==> src/rtl/aes_mixw.sv <==
// AES MixColumns on one 32-bit state column (row 0 in the least-significant byte),
// with a combinational result and a one-cycle registered copy. Define AES_MIXW_INV_EN
// to add InvMixColumns, selected at run time by inv_i.
module aes_mixw (
  input  logic        clk,
  input  logic        rst,
  input  logic [31:0] w_i,
  input  logic        valid_i,
  input  logic        inv_i,
  output logic [31:0] mixw_o,
  output logic [31:0] mixw_q_o,
  output logic        valid_o
);

  // Multiply by x in GF(2^8), reducing by x^8+x^4+x^3+x+1.
  function automatic logic [7:0] xtime(input logic [7:0] a);
    return {a[6:0], 1'b0} ^ (a[7] ? 8'h1b : 8'h00);
  endfunction

  // One output row of the forward matrix: 2*a ^ 3*b ^ c ^ d.
  function automatic logic [7:0] fwd_row(input logic [7:0] a, input logic [7:0] b,
                                         input logic [7:0] c, input logic [7:0] d);
    return xtime(a) ^ (xtime(b) ^ b) ^ c ^ d;
  endfunction

  logic [7:0]  b0, b1, b2, b3;
  logic [31:0] mixw_fwd;

  assign b0 = w_i[7:0];
  assign b1 = w_i[15:8];
  assign b2 = w_i[23:16];
  assign b3 = w_i[31:24];

  // Each row takes the column rotated so that its own byte comes first.
  assign mixw_fwd = {fwd_row(b3, b0, b1, b2),
                     fwd_row(b2, b3, b0, b1),
                     fwd_row(b1, b2, b3, b0),
                     fwd_row(b0, b1, b2, b3)};

`ifdef AES_MIXW_INV_EN
  // One output row of the inverse matrix: 14*a ^ 11*b ^ 13*c ^ 9*d, from chained xtime.
  function automatic logic [7:0] inv_row(input logic [7:0] a, input logic [7:0] b,
                                         input logic [7:0] c, input logic [7:0] d);
    logic [7:0] a2, a4, a8, bb2, bb8, c4, c8, d8;
    a2  = xtime(a);
    a4  = xtime(a2);
    a8  = xtime(a4);
    bb2 = xtime(b);
    bb8 = xtime(xtime(bb2));
    c4  = xtime(xtime(c));
    c8  = xtime(c4);
    d8  = xtime(xtime(xtime(d)));
    return (a8 ^ a4 ^ a2) ^ (bb8 ^ bb2 ^ b) ^ (c8 ^ c4 ^ c) ^ (d8 ^ d);
  endfunction

  logic [31:0] mixw_inv;

  assign mixw_inv = {inv_row(b3, b0, b1, b2),
                     inv_row(b2, b3, b0, b1),
                     inv_row(b1, b2, b3, b0),
                     inv_row(b0, b1, b2, b3)};

  assign mixw_o = inv_i ? mixw_inv : mixw_fwd;
`else
  logic unused_inv;

  assign unused_inv = inv_i;
  assign mixw_o     = mixw_fwd;
`endif

  logic [31:0] mixw_d, mixw_q;
  logic        valid_d, valid_q;

  always_comb begin
    // NOTE: every variable gets a default first so no path leaves it unassigned (no latch).
    mixw_d  = mixw_q;
    valid_d = valid_i;
    if (valid_i) begin
      mixw_d = mixw_o;
    end
  end

  always_ff @(posedge clk) begin
    // NOTE: sequential state uses non-blocking assignments so all flops update together.
    if (rst) begin
      mixw_q  <= 32'h0;
      valid_q <= 1'b0;
    end else begin
      mixw_q  <= mixw_d;
      valid_q <= valid_d;
    end
  end

  assign mixw_q_o = mixw_q;
  assign valid_o  = valid_q;

endmodule

==> config.mk <==
export PLATFORM = sky130hd
export DESIGN_NAME = aes_mixw
export DESIGN_NICKNAME = d
export VERILOG_FILES = /design/src/rtl/aes_mixw.sv
export SDC_FILE = /design/constraint.sdc
export NUM_CORES = 1
export LEC_CHECK = 0
export BUFFER_PORTS_ARGS = -buffer_cell sky130_fd_sc_hd__buf_2
export CORE_MARGIN = 5
export CORE_UTILIZATION = 40
export CTS_BUF_LIST = sky130_fd_sc_hd__clkbuf_4
export CTS_CLUSTER_SIZE = 16
export DETAILED_ROUTE_END_ITERATION = 16
export HOLD_SLACK_MARGIN = 0.05
export PLACE_DENSITY = 0.79
export SKIP_LAST_GASP = 1
export SLEW_MARGIN = 10
export SYNTH_ARGS = -nofsm -noshare
export SYNTH_HDL_FRONTEND = slang
export SYNTH_SLANG_ARGS = --single-unit
==> constraint.sdc <==
create_clock -name clk -period 4.8 [get_ports clk]
set_input_delay 1.44 -clock clk [delete_from_list [all_inputs] [get_ports clk]]
set_output_delay 1.44 -clock clk [all_outputs]
set_load 0.02 [all_outputs]
## Word level (Yosys, flattened, before mapping)

Index checks and enable logic that the tools add are counted.
Widths: inputs -> output; s select.

| word-level totals | value |
|---|---|
| bits in registers | 33 |
| logic and storage cells | 26 |
| output and inout port bits | 65 |
| input bits | 36 |

| cells by class | value |
|---|---|
| bitwise logic cells | 20 |
| multiplexer cells | 4 |

Operators by type and width:

| kind | number |
|---|---|
| $xor 8x8->8 | 16 |
| $xor 8x5->8 | 4 |
| $mux 5 | 4 |

## Logic depth before layout (Yosys ltp)

Gate-level depths: netlist (run 1).

| logic depth | value |
|---|---|
| depth after elaboration | 6 |
| mapped depth | 5 |
| mapped depth without buffers | 3 |

## Least setup slack after synthesis (run 1)

No wires, ideal clock.

| path | value |
|---|---|
| path kind | input -> output |
| start point | in w_i[23] |
| end point | out mixw_o[15] |
| required time | 3360 ps |
| cell stages on the path | 3 |
| data arrival time | 2513 ps |
| path slack | 847 ps |
| cells stage by stage | buf_2 -> xnor3_1 -> xnor2_1 |

| on the way | value |
|---|---|
| longest elaborated chain between the ends | 4 |

RTL lines:

| element | line | source |
|---|---|---|
| start: declaration | 7 | `input logic [31:0] w_i,` |
| $xor 8x8->8 (4 in series) | 23 | `return xtime(a) ^ (xtime(b) ^ b) ^ c ^ d;` |
| end: declaration | 10 | `output logic [31:0] mixw_o,` |

No other way between the ends.

## Final worst setup path (run 1)

| path | value |
|---|---|
| start point | in w_i[20] |
| end point | out mixw_o[28] |

| on the way | value |
|---|---|
| longest elaborated chain between the ends | 1 |

RTL lines:

| element | line |
|---|---|
| $xor 8x8->8 | 23 |

No other way between the ends.

==> impl_summary.txt, run 1 <==
----------------------------------------------------
[Power and ir drop]
  Sum of internal, switching and leakage power ... 1150 uW
  Worst vdd ir ... 0.198 mV
  Leakage dissipation ... 0.00179 uW
  Power per cell area ... 370 nW/um2

[Timing]
  Max Clk Rate ... 240 MHz
  Final critical-path required period ... 4160 ps
  Worst-case headroom to the max-slew limit ... 0.574
  Final number of setup-violating endpoints ... 0
  Slew at the pin with the worst max-slew slack ... 639 ps
  Final Cycle Share ... 0.867
  Unrepaired setup endpoints after global routing ... no
  Final Hold Slack ... 489 ps
  Max-slew violation count ... 0
  Total negative slack for setup checks ... 0 ps
  Final number of hold-violating endpoints ... 0
  Worst-case clock skew ... 0 ps
  Fin worst setup slack ... between 600 and 700 ps

[Critical path]
  Reg-to-Reg End ... mixw_q_o[7]
  Family with the most delay on the worst path ... XOR/XNOR gates
  Most frequent cell on the critical path ... sky130_fd_sc_hd__buf_2
  Critical Path Sink ... mixw_o[28]
  Depth of the worst register-to-register path ... 2
  Logic depth of the worst path, buffers included ... 5
  Setup crit start ... w_i[20]
  CP Class ... in -> out
  Largest driver fanout on the critical path ... 3
  Setup slack, reg-to-reg ... 4070 ps
  Kind of capture point of the worst setup path ... primary output
  Arrival time reported for the critical path endpoint ... 2720 ps
  Crit path max-delay cell type ... sky130_fd_sc_hd__xnor3_1
  Count of buffer and inverter cells on the critical path ... 3
  Data required time at the worst endpoint ... 3360 ps
  Reg2reg start ... mixw_q_o[7]
  Worst setup SP type ... input pin
  Largest stage delay on the critical path ... 470 ps
  Cells along the critical path ... buf_2 -> xnor2_1 -> xnor3_1 -> inv_1 -> buf_2

[Layout]
  Sequential standard cell area ... approximately 660 um2
  Share of layout cells above drive strength 1 ... 0.361
  Highest-count cells in the layout ignoring fill and taps ... sky130_fd_sc_hd__buf_2, sky130_fd_sc_hd__dfxtp_1, sky130_fd_sc_hd__xnor3_1
  Most common cell after layout, fill and taps aside ... sky130_fd_sc_hd__buf_2
  Number of diodes added for antenna fixing ... 0
  Number of fill cells ... 555
  Area growth, synth to finish ... 24.1%
  Multi-input gate area in the final layout ... 1700 um2
  Nets ... 340

[Die]
  Die Span Y ... 89.2 um
  Horiz. Die Dim ... just under 90 um
  IO Pins ... slightly above 100
  Placeable core area ... ~6000 um2
  Cell row count ... 28
  Initial Util ... 0.417
  Total die area ... 7960 um2

[Placement]
  RePlAce Congestion ... 0.759
  HPWL after detailed placement ... 5.15 mm
  Post-Place Setup Slack ... about 600 ps
  Number of buffer cells added on primary ports ... 99

[Global routing]
  Leftover overflow at the end of global routing ... 0
  Largest net degree at the start of global routing ... 34
  Wire length of the first global-routing pass ... 9.80 mm
  Total track usage ... 0.167
  Vias in the first global route ... 1899
  Initial antenna violation count ... 0

[Logic synthesis]
  Ys Warns ... 0
  Avg Synthesized Cell Area ... 11.8 um2
  Area share of the leading cell type in the synthesized netlist ... 0.263
  Flip-flop and latch count after synthesis ... 33
  Syn Std Cell Area ... between 2000 and 3000 um2
  Dominant cells by area after synthesis ... sky130_fd_sc_hd__dfxtp_1, sky130_fd_sc_hd__xnor3_1, sky130_fd_sc_hd__xor3_1
  Number of distinct standard cells referenced by the synthesized netlist ... 16
  Syn_nets ... 249
  Proportion of synthesized chip area in sequential cells ... 0.263
  Most area-hungry cell type in the Yosys netlist ... sky130_fd_sc_hd__dfxtp_1
  Synthesized instance count ... around 210

[Routing]
  DR WL/cell ... 17.0 um
  DRT Pass-1 Iters ... 4
  Violation count after the first detailed-route iteration ... 70
  Detailed-route wire length ... 6.46 mm
  Routed via count divided by cell count ... 4.82
  Remaining design rule violation count ... 0
  Count of vias placed by the detailed router ... roughly 1800
  Detail Route Antenna Nets ... 0

[CTS]
  Later-pin clock latency in the skew report ... 320 ps
  Reg clk slew, reported paths ... 100 ps
  TritonCTS clock tree ... built
  Maximum clock insertion buffer count ... 2
  Clock root buffer master ... sky130_fd_sc_hd__clkbuf_4
  H-tree depth ... 2
  Number of buffers created by CTS ... 5
  Total clock sinks ... 33
  Quantity of gates resized following cts ... 0
  Hold buffers post-CTS ... 0
  Number of buffers added for setup after CTS ... 0

[Flow run]
  Count of max-cap constraint violations ... 0

[Worst hold path]
  Hold wc startpoint ... mixw_q_o[28]
  Tightest Hold Check Type ... reg -> reg

[Outcome]
  Result of the run ... completed

----------------------------------------------------
==> worst min-delay path, cell delays in order, from the launching register on <==
cell                       delay, ps
sky130_fd_sc_hd__dfxtp_1         320
sky130_fd_sc_hd__nand2b_1         60
sky130_fd_sc_hd__o22ai_1          70
==> final cells by class <==
class                           instances  share of cell area
Sequential cell                        33               0.212
Inverter                               20              0.0241
Timing Repair Buffer                  100               0.161
Multi-Input combinational cell        144               0.547
Tap cell                               75              0.0301
Clock inverter                          2              0.0108
Clock buffer                            6              0.0145
==> cell usage after synthesis <==
library cell	n
sky130_fd_sc_hd__clkbuf_1	9
sky130_fd_sc_hd__xor2_1	13
sky130_fd_sc_hd__buf_4	1
sky130_fd_sc_hd__nor3b_1	13
sky130_fd_sc_hd__xnor3_2	2
sky130_fd_sc_hd__buf_1	1
sky130_fd_sc_hd__buf_2	5
sky130_fd_sc_hd__o22ai_1	19
sky130_fd_sc_hd__nand2b_1	20
sky130_fd_sc_hd__a21o_1	13
sky130_fd_sc_hd__xor2_2	1
sky130_fd_sc_hd__dfxtp_1	33
sky130_fd_sc_hd__xor3_1	10
sky130_fd_sc_hd__xnor3_1	28
sky130_fd_sc_hd__xnor2_1	25
sky130_fd_sc_hd__inv_1	20
==> per-stage QoR <==
step	utilization	cells	area, um2
final	0.517	380	3120
after global routing	0.517	380	3120
after CTS	0.517	380	3120
after detailed placement	0.504	372	3040
after global placement	0.504	372	3040
after floorplan	-	213	2510
==> flip-flops by register name, summed over array words and instances, names as in the netlist <==
register / count
valid_o: 1
mixw_q_o: 32
==> metal layers <==
| metal | share of wire | track usage | vias to the layer above |
|---|---|---|---|
| met5 | 0 | 0 | - |
| met4 | 0.0084 | 0.0447 | 0 |
| met3 | 0.089 | 0.0479 | 7 |
| met2 | 0.48 | 0.276 | 76 |
| met1 | 0.42 | 0.214 | 847 |
| li1 | - | - | 901 |
==> power breakdown <==
part           total (uW)  internal, uW  leakage, uW  switching, uW
combinational         610           269      0.00147            341
sequential            328           311     0.000272           16.6
clock                 216           114    0.0000433            102
total                1150           694      0.00179            460
==> worst min-delay path by stage <==
| stage | to | slack (ps) | depth (start not counted) |
|---|---|---|---|
| finish | mixw_q_o[28] | 490 | 2 |
| global route | mixw_q_o[10] | 520 | 2 |
| CTS | mixw_q_o[28] | 490 | 2 |
| detailed placement | mixw_q_o[27] | 470 | 2 |
| global placement | mixw_q_o[29] | 470 | 2 |
| floorplan | mixw_q_o[2] | 560 | 2 |
==> kinds of logic (layout without fill, tap and decap cells) <==
logic type	Yosys count	count (layout)	synth area share
flops	33	33	0.263
simple gates	33	33	0.0887
buf+inv	36	128	0.0578
compound gates	32	32	0.0862
xor+xnor	79	79	0.504
Power figures use the tool's default switching activity.
==> run 2, diff against run 1 <==
- ABC_AREA: not set -> 1
- PLACE_DENSITY: 0.79 -> 0.75
- SKIP_LAST_GASP: 1 -> not set
==> run 2 against run 1 <==
Net effect:
- area after synthesis grew 35%
- total power down 15%
- critical path depth increased by 5
- maximum frequency grew 4.2%
- clock skew stayed put
- hold slack better by 50 ps
- utilization fell by 3.1 points
- cell count is 130% higher
- clock power rose by 3%
- non-clock buffer count did not move
- die area up 31%
- register-to-register slack improved by 40 ps
- critical endpoint is now mixw_o[19]
- largest cell class unchanged
- highest routed layer unchanged
==> impl_summary.txt, run 2 <==
----------------------------------------------------
[Power and ir drop]
  Power per cell area ... 245 nW/um2
  Fraction of power spent switching nets ... 0.437
  Net switching power ... 431 uW
  Proportion of power drawn by combinational gates ... 0.462
  Share of total power in the clock network ... 0.225
  Register share of total power ... 0.313
  Leakage dissipation ... between 0.002 and 0.003 uW
  Internal ... 554 uW
  Sum of internal, switching and leakage power ... 985 uW
  Worst vdd ir ... 0.0806 mV

[Layout]
  Share of layout cells above drive strength 1 ... 0.209
  Total non-filler cell area in the finished layout ... 4020 um2
  Number of fill cells ... 916
  Number of diodes added for antenna fixing ... 0
  Highest-count cells in the layout ignoring fill and taps ... sky130_fd_sc_hd__nand2_1, sky130_fd_sc_hd__buf_2, sky130_fd_sc_hd__nand3_1
  Most common cell after layout, fill and taps aside ... sky130_fd_sc_hd__nand2_1
  Nets ... 810
  Non-filler cells in the finished layout ... 880
  Area growth, synth to finish ... 18.2%
  Max FFs per register ... 32

[Timing]
  Final Cycle Share ... 0.832
  Slew at the pin with the worst max-slew slack ... 587 ps
  Total negative slack for setup checks ... 0 ps
  Final critical-path required period ... 3990 ps
  Worst-case headroom to the max-slew limit ... 0.609
  Final number of hold-violating endpoints ... 0
  Unrepaired setup endpoints after global routing ... no
  Final number of setup-violating endpoints ... 0
  Max Clk Rate ... about 250 MHz
  Worst-case clock skew ... 0 ps
  Max-slew violation count ... 0

[Routing]
  Routed via count divided by cell count ... 4.74
  Remaining design rule violation count ... 0
  Detailed-route wire length ... 10.2 mm
  Count of vias placed by the detailed router ... roughly 4200
  Detail Route Antenna Nets ... 0
  DRT Pass-1 Iters ... 5
  DR WL/cell ... 11.6 um
  Violation count after the first detailed-route iteration ... roughly 230

[Critical path]
  Largest driver fanout on the critical path ... 12
  CP Class ... in -> out
  Reg-to-Reg End ... mixw_q_o[21]
  Critical Path Sink ... mixw_o[19]
  Reg2reg start ... mixw_q_o[21]
  Depth of the worst register-to-register path ... 4
  Worst setup SP type ... input pin
  Setup crit start ... w_i[31]
  Setup slack, reg-to-reg ... just over 4000 ps
  Kind of capture point of the worst setup path ... primary output
  Data required time at the worst endpoint ... 3360 ps
  Arrival time reported for the critical path endpoint ... roughly 2600 ps

[Logic synthesis]
  Top cells by count, synth ... sky130_fd_sc_hd__nand2_1, sky130_fd_sc_hd__nand3_1, sky130_fd_sc_hd__nor2_1
  Dominant cells by area after synthesis ... sky130_fd_sc_hd__nand2_1, sky130_fd_sc_hd__dfxtp_1, sky130_fd_sc_hd__nand3_1
  Area share of the leading cell type in the synthesized netlist ... 0.392
  Post-synthesis mux area share ... 0
  Simple-Gate Fraction of Synth Area ... 0.633
  Syn Std Cell Area ... 3400 um2
  Number of distinct standard cells referenced by the synthesized netlist ... 22
  Most area-hungry cell type in the Yosys netlist ... sky130_fd_sc_hd__nand2_1
  Leading cell type by number of instances after synthesis ... sky130_fd_sc_hd__nand2_1
  Dominant combinational cell family by area after synthesis ... simple AND/OR/NAND/NOR gates
  Synth Area in Compound Gates ... 0.0390
  Post-synthesis xor/xnor area fraction ... 0.00773
  Post-synth ARST share ... 0
  Adder-cell share of the synthesized area ... 0
  Synthesized instance count ... 683
  Proportion of synthesized chip area in sequential cells ... 0.194
  Flip-flop and latch count after synthesis ... 33
  Most used flip-flop cell after synthesis ... sky130_fd_sc_hd__dfxtp_1
  Count of flip-flops with a built-in enable after synthesis ... 0
  Ys Warns ... 0
  Avg Synthesized Cell Area ... 4.98 um2
  Syn_nets ... 719

[Global routing]
  Initial antenna violation count ... 0
  Vias in the first global route ... 3705
  Total track usage ... 0.200
  Largest net degree at the start of global routing ... 30
  Wire length of the first global-routing pass ... 17.1 mm
  Leftover overflow at the end of global routing ... 0

[CTS]
  Later-pin clock latency in the skew report ... 330 ps
  Reg clk slew, reported paths ... around 110 ps
  H-tree depth ... 2
  Number of buffers added for setup after CTS ... 0
  Hold buffers post-CTS ... 0
  Maximum clock insertion buffer count ... 2
  Quantity of gates resized following cts ... 0
  Number of buffers created by CTS ... 5
  Clock root buffer master ... sky130_fd_sc_hd__clkbuf_4
  TritonCTS clock tree ... built
  Total clock sinks ... 33

[Die]
  Cell row count ... 33
  Die Span Y ... just over 100 um
  Total die area ... 10400 um2
  Initial Util ... 0.412
  IO Pins ... 101
  Placeable core area ... 8260 um2
  Horiz. Die Dim ... 102 um

[Placement]
  Number of placed cells counting well taps ... 872
  Instance area after placement ... 3940 um2
  RePlAce Congestion ... 0.880
  Number of buffer cells added on primary ports ... between 90 and 100
  HPWL after detailed placement ... 8.13 mm

[Outcome]
  Result of the run ... completed

[Flow run]
  Count of max-cap constraint violations ... 0

[Worst hold path]
  Tightest Hold Check Type ... reg -> reg

----------------------------------------------------
-- run 2: worst max-delay path, cell delays in order --
cell	delay [ps]
sky130_fd_sc_hd__buf_2	240
sky130_fd_sc_hd__inv_2	160
sky130_fd_sc_hd__nand2_1	100
sky130_fd_sc_hd__nand2_1	100
sky130_fd_sc_hd__nand2_1	80
sky130_fd_sc_hd__nand2_1	90
sky130_fd_sc_hd__inv_1	80
sky130_fd_sc_hd__nand2_2	50
sky130_fd_sc_hd__nand2_1	50
sky130_fd_sc_hd__buf_2	150
-- run 2: area by class of cell --
type / count / area [um2] / area share
clock buffers: 6 / 45.0 / 0.0112
clock inverters: 2 / 33.8 / 0.00841
inverters: 87 / 332 / 0.0826
multi-input cells: 547 / 2310 / 0.575
flip-flops and latches: 33 / 661 / 0.165
well taps: 105 / 131 / 0.0327
repair buffers: 100 / 503 / 0.125
-- run 2: metrics by stage --
| stage | hold slack, ps | setup slack, ps | util |
|---|---|---|---|
| after floorplan | 593 | 1230 | - |
| final | 539 | 806 | 0.486 |
| after global routing | 567 | 666 | 0.486 |
| after detailed placement | 510 | 816 | 0.477 |
| after CTS | 539 | 807 | 0.486 |
| after global placement | 505 | 824 | 0.477 |
-- run 2: power groups by stage --
stage	Sequential [uW]	Combinational (uW)	Clock, uW
finish	308	455	222
global route	310	514	237
CTS	308	457	227
detailed placement	314	456	0
global placement	313	452	0
floorplan	343	289	0
-- run 2: kinds of logic after synthesis --
| kind of cell | after synthesis |
|---|---|
| AO/OA/AOI/OAI | 22 |
| AND/OR/NAND/NOR | 522 |
| buffers and inverters | 103 |
| XOR/XNOR | 3 |
| flip-flops | 33 |
-- run 2: how the worst min path moves through the flow --
| stage | depth (start not counted) | end | slack [ps] | from |
|---|---|---|---|---|
| final | 2 | mixw_q_o[2] | 540 | mixw_q_o[2] |
| after global routing | 2 | mixw_q_o[2] | 570 | mixw_q_o[2] |
| after CTS | 2 | mixw_q_o[2] | 540 | mixw_q_o[2] |
| after detailed placement | 2 | mixw_q_o[2] | 510 | mixw_q_o[2] |
| after global placement | 2 | mixw_q_o[1] | 500 | mixw_q_o[1] |
| after floorplan | 2 | mixw_q_o[1] | 590 | mixw_q_o[1] |
-- run 2: per-layer routing --
layer	wire, um	GRT usage	share of wire	up-vias
met5	0	0	0	-
met4	88	0.0404	0.0086	0
met3	677	0.0273	0.066	6
met2	4680	0.329	0.46	126
met1	4760	0.281	0.47	1789
li1	-	-	-	2250
